==> src/rtl/m_axi_stream_pkg.sv <==
// Shared constants and state type for the AXI4-Stream egress stage.
package m_axi_stream_pkg;

  localparam int DWIDTH_DEF = 32;
  localparam int LWIDTH_DEF = 16;

  typedef enum logic [1:0] {
    S_IDLE   = 2'd0,
    S_STREAM = 2'd1,
    S_DONE   = 2'd2
  } state_e;

endpackage

==> src/rtl/m_axi_stream_queue.sv <==
// Two-entry register FIFO that feeds an AXI4-Stream output.
// The head is always held in slot0, so it can drive tdata directly.
module axis_out_queue #(
  parameter int W = 32
) (
  input  logic         clk_i,
  input  logic         xrst_i,
  input  logic         push_i,
  input  logic [W-1:0] data_i,
  input  logic         pop_i,
  output logic [W-1:0] head_o,
  output logic [1:0]   count_o
);

  logic [W-1:0] slot0_q, slot0_d;
  logic [W-1:0] slot1_q, slot1_d;
  logic [1:0]   cnt_q, cnt_d;

  always_comb begin
    slot0_d = slot0_q;
    slot1_d = slot1_q;
    cnt_d   = cnt_q;
    case ({push_i, pop_i})
      2'b10: begin
        if (cnt_q != 2'd2) begin
          if (cnt_q == 2'd0) slot0_d = data_i;
          else               slot1_d = data_i;
          cnt_d = cnt_q + 2'd1;
        end
      end
      2'b01: begin
        if (cnt_q != 2'd0) begin
          slot0_d = slot1_q;
          cnt_d   = cnt_q - 2'd1;
        end
      end
      2'b11: begin
        // Push and pop together leave the count unchanged.
        if (cnt_q == 2'd2) begin
          slot0_d = slot1_q;
          slot1_d = data_i;
        end else begin
          slot0_d = data_i;
        end
      end
      default: ;
    endcase
  end

  always_ff @(posedge clk_i) begin
    if (xrst_i) begin
      slot0_q <= '0;
      slot1_q <= '0;
      cnt_q   <= '0;
    end else begin
      slot0_q <= slot0_d;
      slot1_q <= slot1_d;
      cnt_q   <= cnt_d;
    end
  end

  assign head_o  = slot0_q;
  assign count_o = cnt_q;

endmodule

==> src/rtl/m_axi_stream.sv <==
// AXI4-Stream master egress: drains the output buffer in commanded bursts.
// A 2-entry queue hides the 1-cycle buffer read latency and tready backpressure.
module m_axi_stream
  import m_axi_stream_pkg::*;
#(
  parameter int DWIDTH = DWIDTH_DEF,
  parameter int LWIDTH = LWIDTH_DEF
) (
  input  logic                clk,
  input  logic                xrst,
  input  logic                start,
  input  logic [LWIDTH-1:0]   len,
  output logic                busy,
  output logic                done,
  input  logic                buf_isempty,
  output logic                buf_re,
  input  logic [DWIDTH-1:0]   buf_rdata,
  output logic                tvalid,
  output logic [DWIDTH-1:0]   tdata,
  output logic [DWIDTH/8-1:0] tstrb,
  output logic                tlast,
  input  logic                tready
);

  state_e            state_q, state_d;
  logic [LWIDTH-1:0] len_q, len_d;
  logic [LWIDTH-1:0] rd_cnt_q, rd_cnt_d;
  logic [LWIDTH-1:0] bt_cnt_q, bt_cnt_d;
  logic              inflight_q;
  logic              pop;
  logic [1:0]        q_cnt;
  logic [DWIDTH-1:0] q_head;
  logic [2:0]        occ;

  axis_out_queue #(.W(DWIDTH)) u_queue (
    .clk_i   (clk),
    .xrst_i  (xrst),
    .push_i  (inflight_q),
    .data_i  (buf_rdata),
    .pop_i   (pop),
    .head_o  (q_head),
    .count_o (q_cnt)
  );

  assign pop    = tvalid && tready;
  assign tvalid = (q_cnt != 2'd0);
  assign tdata  = tvalid ? q_head : '0;
  assign tstrb  = tvalid ? '1 : '0;
  assign tlast  = tvalid && (bt_cnt_q == len_q - LWIDTH'(1));
  assign busy   = (state_q != S_IDLE);
  assign done   = (state_q == S_DONE);

  // Occupancy the queue will have once this cycle's pop and the pending read settle.
  always_comb begin
    occ = {1'b0, q_cnt} + {2'b00, inflight_q} - {2'b00, pop};
  end

  assign buf_re = (state_q == S_STREAM) && (rd_cnt_q < len_q) &&
                  !buf_isempty && (occ < 3'd2);

  always_comb begin
    state_d  = state_q;
    len_d    = len_q;
    rd_cnt_d = rd_cnt_q + LWIDTH'(buf_re);
    bt_cnt_d = bt_cnt_q + LWIDTH'(pop);
    case (state_q)
      S_IDLE: begin
        if (start && (len != '0)) begin
          len_d    = len;
          rd_cnt_d = '0;
          bt_cnt_d = '0;
          state_d  = S_STREAM;
        end
      end
      S_STREAM: begin
        if (pop && tlast) state_d = S_DONE;
      end
      S_DONE: begin
        state_d = S_IDLE;
      end
      default: state_d = S_IDLE;
    endcase
  end

  always_ff @(posedge clk) begin
    if (xrst) begin
      state_q    <= S_IDLE;
      len_q      <= '0;
      rd_cnt_q   <= '0;
      bt_cnt_q   <= '0;
      inflight_q <= 1'b0;
    end else begin
      state_q    <= state_d;
      len_q      <= len_d;
      rd_cnt_q   <= rd_cnt_d;
      bt_cnt_q   <= bt_cnt_d;
      inflight_q <= buf_re;
    end
  end

endmodule
==> config.mk <==
export PLATFORM = sky130hd
export DESIGN_NAME = m_axi_stream
export DESIGN_NICKNAME = d
export VERILOG_FILES = /design/src/rtl/m_axi_stream_pkg.sv /design/src/rtl/m_axi_stream_queue.sv /design/src/rtl/m_axi_stream.sv
export SDC_FILE = /design/constraint.sdc
export NUM_CORES = 1
export LEC_CHECK = 0
export BUFFER_PORTS_ARGS = -buffer_cell sky130_fd_sc_hd__buf_2
export CORE_AREA = 2 2 118 120
export CTS_BUF_LIST = sky130_fd_sc_hd__clkbuf_2
export DETAILED_ROUTE_END_ITERATION = 7
export DIE_AREA = 0 0 120 122
export HOLD_SLACK_MARGIN = 0.03
export PLACE_DENSITY = 0.66
export SLEW_MARGIN = 0
export SYNTH_ARGS = -nofsm -noshare
export SYNTH_HDL_FRONTEND = slang
export SYNTH_SLANG_ARGS = --single-unit
==> constraint.sdc <==
create_clock -name clk -period 10.18 [get_ports clk]
set_input_delay 0.509 -clock clk [delete_from_list [all_inputs] [get_ports clk]]
set_output_delay 0.509 -clock clk [all_outputs]
set_load 0.02 [all_outputs]
---- Word level (Yosys, flattened, before mapping) ----
Index checks and enable logic that the tools add are counted.
word-level totals
  output and inout port bits .............. 41
  word-level logic and storage cells ...... 74
  bits in registers ....................... 117
  bits of input ports ..................... 53
operators by class
  mux-type cells .......................... 21
  add/subtract/negate cells ............... 7
  eq/ne operators ......................... 15
  order comparisons ....................... 2
  reductions and logical operators ........ 21
operators with widths
  cell                   number
  $mux 32                8
  $pmux 32 s3            1
  $mux 16                4
  $pmux 32 s2            1
  $add 16x1->16          2
  $eq 16x16->1           1
  $lt 16x16->1           1
  $reduce_bool 16->1     1
  $sub 16x1->16 const B  1
  $eq 2x2->1 const B     4
  $mux 2                 4
  $ne 2x1->1 const B     4
  $ne 2x2->1 const B     4
  $pmux 2 s2             2
  $reduce_and 4->1       2
  $reduce_bool 2->1      4
  $logic_and 1x1->1      7
  $eq 2x1->1 const B     2
  $logic_not 2->1        2
  $mux 4                 1
  $reduce_and 2->1       2
  $add 2x1->3            1
  $lt 3x2->1 const B     1
  $reduce_and 3->1       1
  other kinds (5)        5

---- Longest topological paths before layout ----
Gate-level depths: netlist (run 1).
  word-level depth ........................ 8
  mapped depth ............................ 17
  gate-level depth less buffers ........... 17

---- Modules after synthesis ----
Synthesis (run 1) repeated with hierarchy kept, for this count alone.
unflattened totals
  cells, all modules ...................... 797
  area, all modules ....................... 6801.5 sq um
by module, submodules not included
  module          cells an instance  times used  area each (sq um)  sequential area each (sq um)
  axis_out_queue  397                1           3479.6             1321.3
  m_axi_stream    400                1           3321.9             1021.0

---- Worst setup path before layout (run 1) ----
No wires, ideal clock.
  path kind ............................... register -> register
  from .................................... register u_queue.cnt_q[1], in the netlist u_queue.count_o[1]
  to ...................................... register rd_cnt_q[14]
  setup slack ............................. 6.461 ns
  library setup time ...................... 0.128 ns
  period minus slack after synthesis ...... 3.719 ns
  cell stages (with the launch flop) ...... 18
  data arrival time ....................... 3.591 ns
  path buffers ............................ 0
  required time ........................... 10.052 ns
  cells stage by stage .................... dfxtp_1 nor2_1 inv_1 nand2_1 inv_1 ha_1 nor2b_1 fa_1 nor3_1 o2111ai_1 nor2_1 ha_1 ha_1 nand3_1 nor2_1 nand4_1 xor2_1 nor2_1
on the way
  cells in the longest elaborated chain, start to end .. 8
  elaborated cells on any way between the ends .. 9
  classes of those cells .................. add/sub (3); order compare (1); mux (2); reduce/logical (3)
ends and longest elaborated chain
  what                    RTL line                  RTL
  start, declared         m_axi_stream_queue.sv:17  logic [1:0] cnt_q, cnt_d;
  start signal, assigned  m_axi_stream_queue.sv:58  cnt_q <= cnt_d;
  $reduce_bool 2->1 (*)   m_axi_stream.sv:46        assign tvalid = (q_cnt != 2'd0);
  net tvalid              m_axi_stream.sv:18        output logic tvalid,
  $logic_and 1x1->1 (*)   m_axi_stream.sv:45        assign pop = tvalid && tready;
  $sub 3x1->3 (*)         m_axi_stream.sv:55        occ = {1'b0, q_cnt} + {2'b00, inflight_q} - {2'b00, pop};
  $lt 3x2->1 (*)          m_axi_stream.sv:59        !buf_isempty && (occ < 3'd2);
  $logic_and 1x1->1 (*)   m_axi_stream.sv:59
  net buf_re              m_axi_stream.sv:16        output logic buf_re,
  $add 16x1->16 (*)       m_axi_stream.sv:64        rd_cnt_d = rd_cnt_q + LWIDTH'(buf_re);
  $mux 16                 m_axi_stream.sv:68        if (start && (len != '0)) begin
  $mux 16 (*)             m_axi_stream.sv:66        case (state_q)
  end signal, assigned    m_axi_stream.sv:95        rd_cnt_q <= rd_cnt_d;
  end, declared           m_axi_stream.sv:27        logic [LWIDTH-1:0] rd_cnt_q, rd_cnt_d;
Mark *: on every way through the listed nets, which the timed path passes. The rest lies on a longest branch.
A chain may end at the register's enable or synchronous reset.

---- Worst setup path after layout (run 1) ----
  from .................................... register len_q[0]
  to ...................................... output tlast
on the way
  cells in the longest elaborated chain, start to end .. 3
ends and longest elaborated chain
  what                    RTL line            RTL
  start, declared         m_axi_stream.sv:26  logic [LWIDTH-1:0] len_q, len_d;
  start signal, assigned  m_axi_stream.sv:94  len_q <= len_d;
  $sub 16x1->16           m_axi_stream.sv:49  assign tlast = tvalid && (bt_cnt_q == len_q - LWIDTH'(1));
  $eq 16x16->1            m_axi_stream.sv:49
  $logic_and 1x1->1       m_axi_stream.sv:49
  end, declared           m_axi_stream.sv:21  output logic tlast,
No other way between the ends.

==> impl_metrics.tcl, run 1 <==
set metrics [dict create \
    status "finished clean" \
    gr-usage-all-layers 0.206 \
    wl_um 14500 \
    fin_skew_ns 0.0306 \
    drive_gt1_frac 0.181 \
    layout_commonest_cell "nor2_1" \
    cts_resized 0 \
    layout_common_cells "nor2_1, dfxtp_1, buf_2, mux2i_1, dlygate4sd3_1" \
    critical-path-max-stage-delay_ns 0.63 \
    setup_violations 0 \
    cp_common_cell "or4b_1" \
    finalInstanceArea_um2 7230 \
    ys_types 46 \
    p_leak_uw 0.00336 \
    synth_fa_ha_area_frac 0.0480 \
    grt_pass1_vias 5292 \
    area_growth_pct 22.8 \
    post_synth.cell_area_avg_um2 8.85 \
    regArea_um2 2340 \
    drt_iter0_markers 313 \
    yosys_warnings 0 \
    synth_top_family_by_area "simple AND/OR/NAND/NOR gates" \
    port-buffer-count 93 \
    reg2reg_depth 17 \
    max_slew.worst_pin.slew_ns 1.18 \
    core-area_um2 13500 \
    place_hpwl_um 9760 \
    drt-vias-per-instance 5.19 \
    start_kind "register" \
    vias 5101 \
    synth_compound_area_frac 0.0889 \
    antenna_found_initial 0 \
    final_net_count 864 \
    syn-num-nets 740 \
    gp_congestion 0.914 \
    clkSlewWorstSetupHoldPaths_ns 0.20 \
    grt_max_degree 87 \
    p_per_area_nw_per_um2 137 \
    synthArstFlopShare 0 \
    remaining_drc_errors 0 \
    cts_root_buffer "clkbuf_2" \
    synth-simple-area-share 0.212 \
    ys_seq_elements 117 \
    min_period_over_period 0.440 \
    crit_slowest_cell "or4b_1" \
    power_uw 991 \
    pre_cts_slack_ns 6.52 \
    clk_latency_ns 0.70 \
    wl_per_cell_um 14.8 \
    rsz0062_at_grt "no" \
    end_kind "output port" \
    place_area_um2 6450 \
    tritoncts "yes" \
    min-delay-path-class "primary input to register" \
    worst_setup_path_startpoint "len_q[0]$_SDFFE_PP0P_" \
    maxCapViolations 0 \
    r2r_start "u_queue.count_o[1]$_SDFFE_PP0P_" \
    drtAntennaViolNets 0 \
    multi_input_area_um2 3280 \
    dieArea_um2 14600 \
    fill_cells 1223 \
    synthMuxAreaShare 0.141 \
    required_ns 9.67 \
    synth-main-ff-cell "dfxtp_1" \
    io_pins 94 \
    cts_buffers 17 \
    overflow 0 \
    synth_edf_count 0 \
    finalMaxSlewViolations 0 \
    cp_max_fo 9 \
    clkSinkCount 117 \
    h-tree-depth 4 \
    setup_tns_ns 0 \
    drt_first_pass_iters 5 \
    worstHoldStart "buf_isempty" \
    worstSetupPathType "register to output port" \
    synth_cells 665 \
    die_y_um 122 \
    cts_hold_buf 48 \
    fmax_ghz 0.223 \
    postCtsSetupBuffers 0 \
    start_util 0.436 \
    crit_chain "inv_1 -> ha_1 -> or4b_1 -> or4b_1 -> a2111oi_0 -> nor3_1 -> or2_2 -> nor2_1 -> buf_2" \
    maxSlewHeadroom 0.208 \
    rows 43 \
    vdd_ir_drop_max_uv 94.7 \
    synthesis.area_um2 5890 \
    diodes 0 \
    grt_pass1_wl_um 24300 \
    post_synth_xor_area_fraction 0.0655 \
    cts_max_path_buffers 2 \
    seq_area_frac_synth 0.398 \
    cp.arrival_ns 3.97 \
    setup_ws_ns 5.70 \
    finalHoldViolCount 0 \
    finalCriticalPeriod_ns 4.48 \
    hold_path_depth 4 \
    die_w_um 120 \
]
-- state kept, by name, summed over array words and instances (netlist names) --
signal           flops
bt_cnt_q            16
inflight_q           1
len_q               16
rd_cnt_q            16
state_q              2
u_queue.count_o      2
u_queue.head_o      32
u_queue.slot1_q     32
-- path summary, 6_finish.rpt --
path                                     end  slack [ns]
max                                    tlast        5.70
min                    inflight_q$_SDFF_PP0_        0.12
max reg2reg          rd_cnt_q[14]$_SDFF_PP0_        6.62
min reg2reg  u_queue.head_o[10]$_SDFFE_PP0P_        0.51
-- cells in the mapped netlist (21+ instances only) --
cell / instances / area [um^2]
nor2_1: 121 / 454
mux2i_1: 82 / 821
a211oi_1: 34 / 255
clkbuf_1: 26 / 97.6
nor2b_1: 35 / 219
inv_1: 28 / 105
nand2_1: 21 / 78.8
xnor2_1: 22 / 193
xor2_1: 22 / 193
ha_1: 21 / 263
dfxtp_1: 117 / 2340
nand3_1: 21 / 105
-- where the power goes --
group / internal (uW) / switching [uW] / leakage, uW / total (uW)
clock network: 169 / 201 / 0.000173 / 370
registers: 473 / 13.3 / 0.000948 / 486
logic: 64.8 / 70.3 / 0.00224 / 135
-- through the flow --
step | util | hold WS, ns | instances
floorplan | - | 0.463 | 665
global placement | 0.477 | 0.473 | 902
detailed placement | 0.477 | 0.485 | 902
CTS | 0.535 | 0.0482 | 982
global route | 0.535 | 0.0326 | 982
finish | 0.535 | 0.122 | 982
-- metal layers --
layer	up-vias	track usage	part of all wire	routed length, um
li1	2543	-	-	-
met4	0	0.0676	0.016	225
met2	120	0.370	0.50	7260
met1	2417	0.233	0.43	6290
met5	-	0	0	0
met3	21	0.0641	0.051	735
-- worst max-delay path, delay by kind of cell, from the launching register on --
| kind | cells | cell delay, ns |
|---|---|---|
| fa+ha+maj | 1 | 0.28 |
| buf+inv | 2 | 0.30 |
| compound gates | 1 | 0.50 |
| flops | 1 | 0.43 |
| simple gates | 5 | 1.77 |
-- cells by family after synthesis --
family,Yosys count
adder cells (fa/ha/maj),22
AO/OA/AOI/OAI,76
buffers and inverters,68
multiplexers,83
AND/OR/NAND/NOR,255
XOR/XNOR,44
flip-flops,117
-- final cells by class --
class	count	share of cell area
Multi-Input combinational cell	480	0.454
Inverter	28	0.0145
Tap cell	180	0.0312
Clock buffer	17	0.0118
Timing Repair Buffer	145	0.135
Sequential cell	117	0.324
Clock inverter	15	0.0296
(Power assumes the default switching activity.)
==> run 2, diff against run 1 <==
==> constraint.sdc (replaced) <==
create_clock -name clk -period 4.36 [get_ports clk]
set_input_delay 0.218 -clock clk [delete_from_list [all_inputs] [get_ports clk]]
set_output_delay 0.218 -clock clk [all_outputs]
set_load 0.02 [all_outputs]
==> impl_metrics.tcl, run 2 (same netlist as run 1, synthesis figures left out) <==
set metrics [dict create \
    status "finished clean" \
    max_slew.worst_pin.slew_ns 1.17 \
    fin_cells 985 \
    tritoncts "yes" \
    regArea_um2 2340 \
    multi_input_area_um2 3280 \
    swShare 0.285 \
    power_uw 2200 \
    dieArea_um2 14600 \
    wl_um 14500 \
    clk_latency_ns 0.71 \
    remaining_drc_errors 0 \
    min-delay-path-class "primary input to register" \
    drt_iter0_markers 220 \
    final_net_count 866 \
    cts_buffers 17 \
    rows 43 \
    fill_cells 1249 \
    power.share.combinational 0.144 \
    min_period_over_period 0.929 \
    vdd_ir_drop_max_uv 207 \
    final_core_util 0.533 \
    area_growth_pct 22.4 \
    r2r_start "u_queue.count_o[1]$_SDFFE_PP0P_" \
    port-buffer-count 93 \
    rsz0062_at_grt "no" \
    setup_tns_ns 0 \
    cp_max_fo 9 \
    wl_per_cell_um 14.7 \
    finalMaxSlewViolations 0 \
    vias 5067 \
    place_hpwl_um 9810 \
    gp_congestion 0.884 \
    core-area_um2 13500 \
    r2r-end "rd_cnt_q[14]$_SDFF_PP0_" \
    grt_pass1_wl_um 24000 \
    required_ns 4.14 \
    antenna_found_initial 1 \
    start_util 0.436 \
    p_leak_uw 0.00333 \
    cp.arrival_ns 3.83 \
    drive_gt1_frac 0.178 \
    gr-usage-all-layers 0.206 \
    die_w_um 120 \
    io_pins 94 \
    grt_pass1_vias 5119 \
    clkSinkCount 117 \
    finalHoldViolCount 0 \
    die_y_um 122 \
    clkSlewWorstSetupHoldPaths_ns 0.17 \
    fmax_ghz 0.247 \
    drt-vias-per-instance 5.14 \
    drtAntennaViolNets 0 \
    cts_root_buffer "clkbuf_2" \
    h-tree-depth 4 \
    finalCriticalPeriod_ns 4.05 \
    maxCapViolations 0 \
    seq_power_share 0.516 \
    worstHoldStart "xrst" \
    cts_max_path_buffers 2 \
    whs_endpoint "bt_cnt_q[1]$_SDFF_PP0_" \
    overflow 0 \
    reg2reg_slack_ns 0.84 \
    setup_violations 0 \
    clkPwrFrac 0.340 \
    worstSetupPathType "register to output port" \
    layout_commonest_cell "nor2_1" \
    grt_max_degree 86 \
    start_kind "register" \
    post-place-cells 902 \
    reg2reg_depth 17 \
    fin_skew_ns 0.0223 \
    cellInternalPower_uw 1570 \
    hold_path_depth 3 \
    power.switching_uw 627 \
    p_per_area_nw_per_um2 306 \
    drt_first_pass_iters 4 \
    end_kind "output port" \
    layout_common_cells "nor2_1, dfxtp_1, buf_2, mux2i_1, dlygate4sd3_1" \
    maxSlewHeadroom 0.219 \
]
==> run 2: cell count changes in the layout (fill, tap and decap cells not counted) <==
cell / before / now
inv_6: 7 / 2
inv_8: 1 / 0
clkbuf_2: 17 / 18
clkinv_2: 1 / 2
bufinv_16: 4 / 3
or4b_4: 0 / 1
clkinv_4: 1 / 0
dlygate4sd3_1: 48 / 50
or4b_1: 3 / 2
diode_2: 0 / 1
clkinv_1: 0 / 3
clkinvlp_4: 1 / 4
==> run 2: how the worst max path moves through the flow <==
stage	start	endpoint	slack, ns
after CTS	len_q[0]$_SDFFE_PP0P_	tlast	0.21
after global routing	len_q[0]$_SDFFE_PP0P_	tlast	0.11
final	len_q[0]$_SDFFE_PP0P_	tlast	0.31
after detailed placement	u_queue.count_o[1]$_SDFFE_PP0P_	rd_cnt_q[14]$_SDFF_PP0_	0.85
after global placement	u_queue.count_o[1]$_SDFFE_PP0P_	rd_cnt_q[14]$_SDFF_PP0_	1.02
after floorplan	u_queue.count_o[1]$_SDFFE_PP0P_	rd_cnt_q[14]$_SDFF_PP0_	0.64
==> run 2: power by group through the flow <==
stage / clock (uW) / sequential [uW] / combinational, uW
after CTS: 770 / 1140 / 315
after global routing: 816 / 1140 / 351
final: 748 / 1140 / 318
after detailed placement: 0 / 1160 / 279
after floorplan: 0 / 1140 / 208
after global placement: 0 / 1150 / 271
==> run 2: metrics by stage <==
stage	setup slack [ns]	hold WS, ns	area [um^2]
2_1_floorplan	0.641	0.362	5890
3_3_place_gp	1.02	0.463	6450
3_5_place_dp	0.853	0.473	6450
4_1_cts	0.209	0.0945	7200
5_1_grt	0.111	0.120	7200
6_report	0.310	0.117	7200
==> run 2: what timing repair did <==
item	4_1_cts	5_1_grt
setup endpoints to repair	0	1
gates resized for setup	0	1
hold endpoints to repair	85	0
hold buffers	50	0
buffers inserted	0	0
==> run 2: critical path: stages (launching register included) <==
cell       delay [ns]
dfxtp_1          0.42
inv_1            0.09
ha_1             0.26
or4b_4           0.56
or4b_1           0.53
a2111oi_0        0.49
nor3_1           0.11
or2_2            0.32
nor2_1           0.15
buf_2            0.20
==> run 2: layer usage <==
metal,share of wire,global-route usage,vias up
met5,0,0,-
met2,0.49,0.354,108
li1,-,-,2543
met1,0.45,0.239,2395
met3,0.043,0.0632,21
met4,0.021,0.0801,0
==> run 2: final cells by class <==
class                   instances  area share
clock inverters                14      0.0221
inverters                      28      0.0146
well taps                     180      0.0313
multi-input cells             480       0.456
clock buffers                  18      0.0125
flip-flops and latches        117       0.325
repair buffers                147       0.138
diodes                          1    0.000347
==> run 3, diff against run 2 <==
--- a/config.mk
+++ b/config.mk
@@ -5,7 +5,7 @@
 export SDC_FILE = /design/constraint.sdc
 export NUM_CORES = 1
 export LEC_CHECK = 0
-export BUFFER_PORTS_ARGS = -buffer_cell sky130_fd_sc_hd__buf_2
+export BUFFER_PORTS_ARGS = -buffer_cell sky130_fd_sc_hd__buf_4
 export CORE_AREA = 2 2 118 120
 export CTS_BUF_LIST = sky130_fd_sc_hd__clkbuf_2
 export DETAILED_ROUTE_END_ITERATION = 7
==> impl_metrics.tcl, run 3 (same netlist as run 1, synthesis figures left out) <==
set metrics [dict create \
    finalHoldViolCount 0 \
    pre_cts_slack_ns 0.796 \
    multi_input_area_um2 3280 \
    start_kind "register" \
    p_per_area_nw_per_um2 284 \
    finalInstanceArea_um2 7380 \
    power.switching_uw 621 \
    power.share.combinational 0.158 \
    fmax_ghz 0.253 \
    io_pins 94 \
    setup_ws_ns 0.401 \
    gp_congestion 0.895 \
    wl_per_cell_um 14.5 \
    drtAntennaViolNets 0 \
    drt_first_pass_iters 4 \
    crit_slowest_cell "or4b_4" \
    final_core_util 0.547 \
    layout_commonest_cell "nor2_1" \
    remaining_drc_errors 0 \
    gr-usage-all-layers 0.202 \
    vdd_ir_drop_max_uv 199 \
    fill_cells 1234 \
    start_util 0.436 \
    antenna_found_initial 0 \
    fin_skew_ns 0.0352 \
    clkSinkCount 117 \
    vias 5041 \
    min_period_over_period 0.908 \
    cts_buffers 17 \
    reg2reg_depth 17 \
    drt-vias-per-instance 5.13 \
    hold_path_depth 5 \
    place_hpwl_um 9760 \
    cts_root_buffer "clkbuf_2" \
    setup_tns_ns 0 \
    swShare 0.296 \
    grt_max_degree 86 \
    port-buffer-count 93 \
    clkSlewWorstSetupHoldPaths_ns 0.19 \
    core-area_um2 13500 \
    hold_slack_ns 0.179 \
    critical-path-max-stage-delay_ns 0.56 \
    die_w_um 120 \
    clkPwrFrac 0.302 \
    place_area_um2 6670 \
    finalMaxSlewViolations 0 \
    dieArea_um2 14600 \
    diodes 0 \
    seq_power_share 0.540 \
    clk_latency_ns 0.69 \
    cts_max_path_buffers 2 \
    cp_max_fo 9 \
    setup_violations 0 \
    rsz0062_at_grt "no" \
    maxCapViolations 0 \
    overflow 0 \
    postCtsSetupBuffers 0 \
    h-tree-depth 4 \
    max_slew.worst_pin.slew_ns 1.25 \
    cp.arrival_ns 3.74 \
    drive_gt1_frac 0.177 \
    maxSlewHeadroom 0.168 \
    grt_pass1_wl_um 23700 \
    min-delay-path-class "primary input to register" \
    die_y_um 122 \
    required_ns 4.14 \
    finalCriticalPeriod_ns 3.96 \
    regArea_um2 2340 \
    drt_iter0_markers 161 \
    crit_chain "inv_1 -> ha_1 -> or4b_4 -> or4b_1 -> a2111oi_1 -> nor3_1 -> or2_2 -> nor2_1 -> buf_4" \
    p_leak_uw 0.00336 \
    layout_common_cells "nor2_1, dfxtp_1, buf_4, mux2i_1, dlygate4sd3_1" \
    tritoncts "yes" \
    end_kind "output port" \
    cellInternalPower_uw 1480 \
    worstSetupPathType "register to output port" \
    area_growth_pct 25.4 \
    wl_um 14300 \
    grt_pass1_vias 5150 \
    rows 43 \
    status "finished clean" \
    final_net_count 865 \
]
-- run 3: cell types whose count changed in the layout (fill, tap and decap cells not counted), sizes merged --
cell / before / now
bufinv: 3 / 1
clkinv: 5 / 9
diode: 1 / 0
clkbuf: 18 / 19
clkinvlp: 4 / 2
inv: 30 / 29
buf: 97 / 96
-- run 3: through the flow --
step,cells,power [uW]
CTS,983,2120
global route,983,2210
global placement,901,1440
finish,983,2100
floorplan,665,1350
detailed placement,901,1450
-- run 3: per-layer routing --
metal | vias up | track usage | share of wire
met5 | - | 0 | 0
met2 | 108 | 0.339 | 0.47
met4 | 0 | 0.0897 | 0.028
met1 | 2367 | 0.235 | 0.45
met3 | 26 | 0.0651 | 0.055
li1 | 2540 | - | -
-- run 3: cell type report --
cell class / instances / share of cell area
multi-input combinational: 480 / 0.445
sequential: 117 / 0.317
timing repair buffer: 146 / 0.165
tap: 180 / 0.0305
clock inverter: 13 / 0.0149
inverter: 28 / 0.0142
clock buffer: 19 / 0.0129
-- run 3: repair_timing --
action	CTS	global route
hold endpoints to repair	85	0
hold buffers	50	0
resized for setup	0	2
setup endpoints to repair	0	1
-- run 3: final timing paths --
| path | start | end | slack [ns] |
|---|---|---|---|
| min reg2reg | u_queue.head_o[25]$_SDFFE_PP0P_ | u_queue.head_o[25]$_SDFFE_PP0P_ | 0.50 |
| max | len_q[0]$_SDFFE_PP0P_ | tlast | 0.40 |
| max reg2reg | u_queue.count_o[1]$_SDFFE_PP0P_ | rd_cnt_q[14]$_SDFF_PP0_ | 0.75 |
| min | start | len_q[7]$_SDFFE_PP0P_ | 0.18 |
-- run 3: power groups by stage --
| stage | sequential, uW | combinational [uW] | clock, uW |
|---|---|---|---|
| 2_1_floorplan | 1140 | 208 | 0 |
| 3_3_place_gp | 1160 | 285 | 0 |
| 3_5_place_dp | 1160 | 293 | 0 |
| 4_1_cts | 1130 | 330 | 656 |
| 5_1_grt | 1140 | 367 | 700 |
| 6_report | 1130 | 332 | 634 |
-- run 3: critical path: cells and delay by family, from the launching register on --
family                     cells  cell delay [ns]
buffers and inverters          2             0.27
and+or+nand+nor                5             1.67
AOI/OAI and AO/OA              1             0.40
DFF                            1             0.43
adders and majority gates      1             0.28
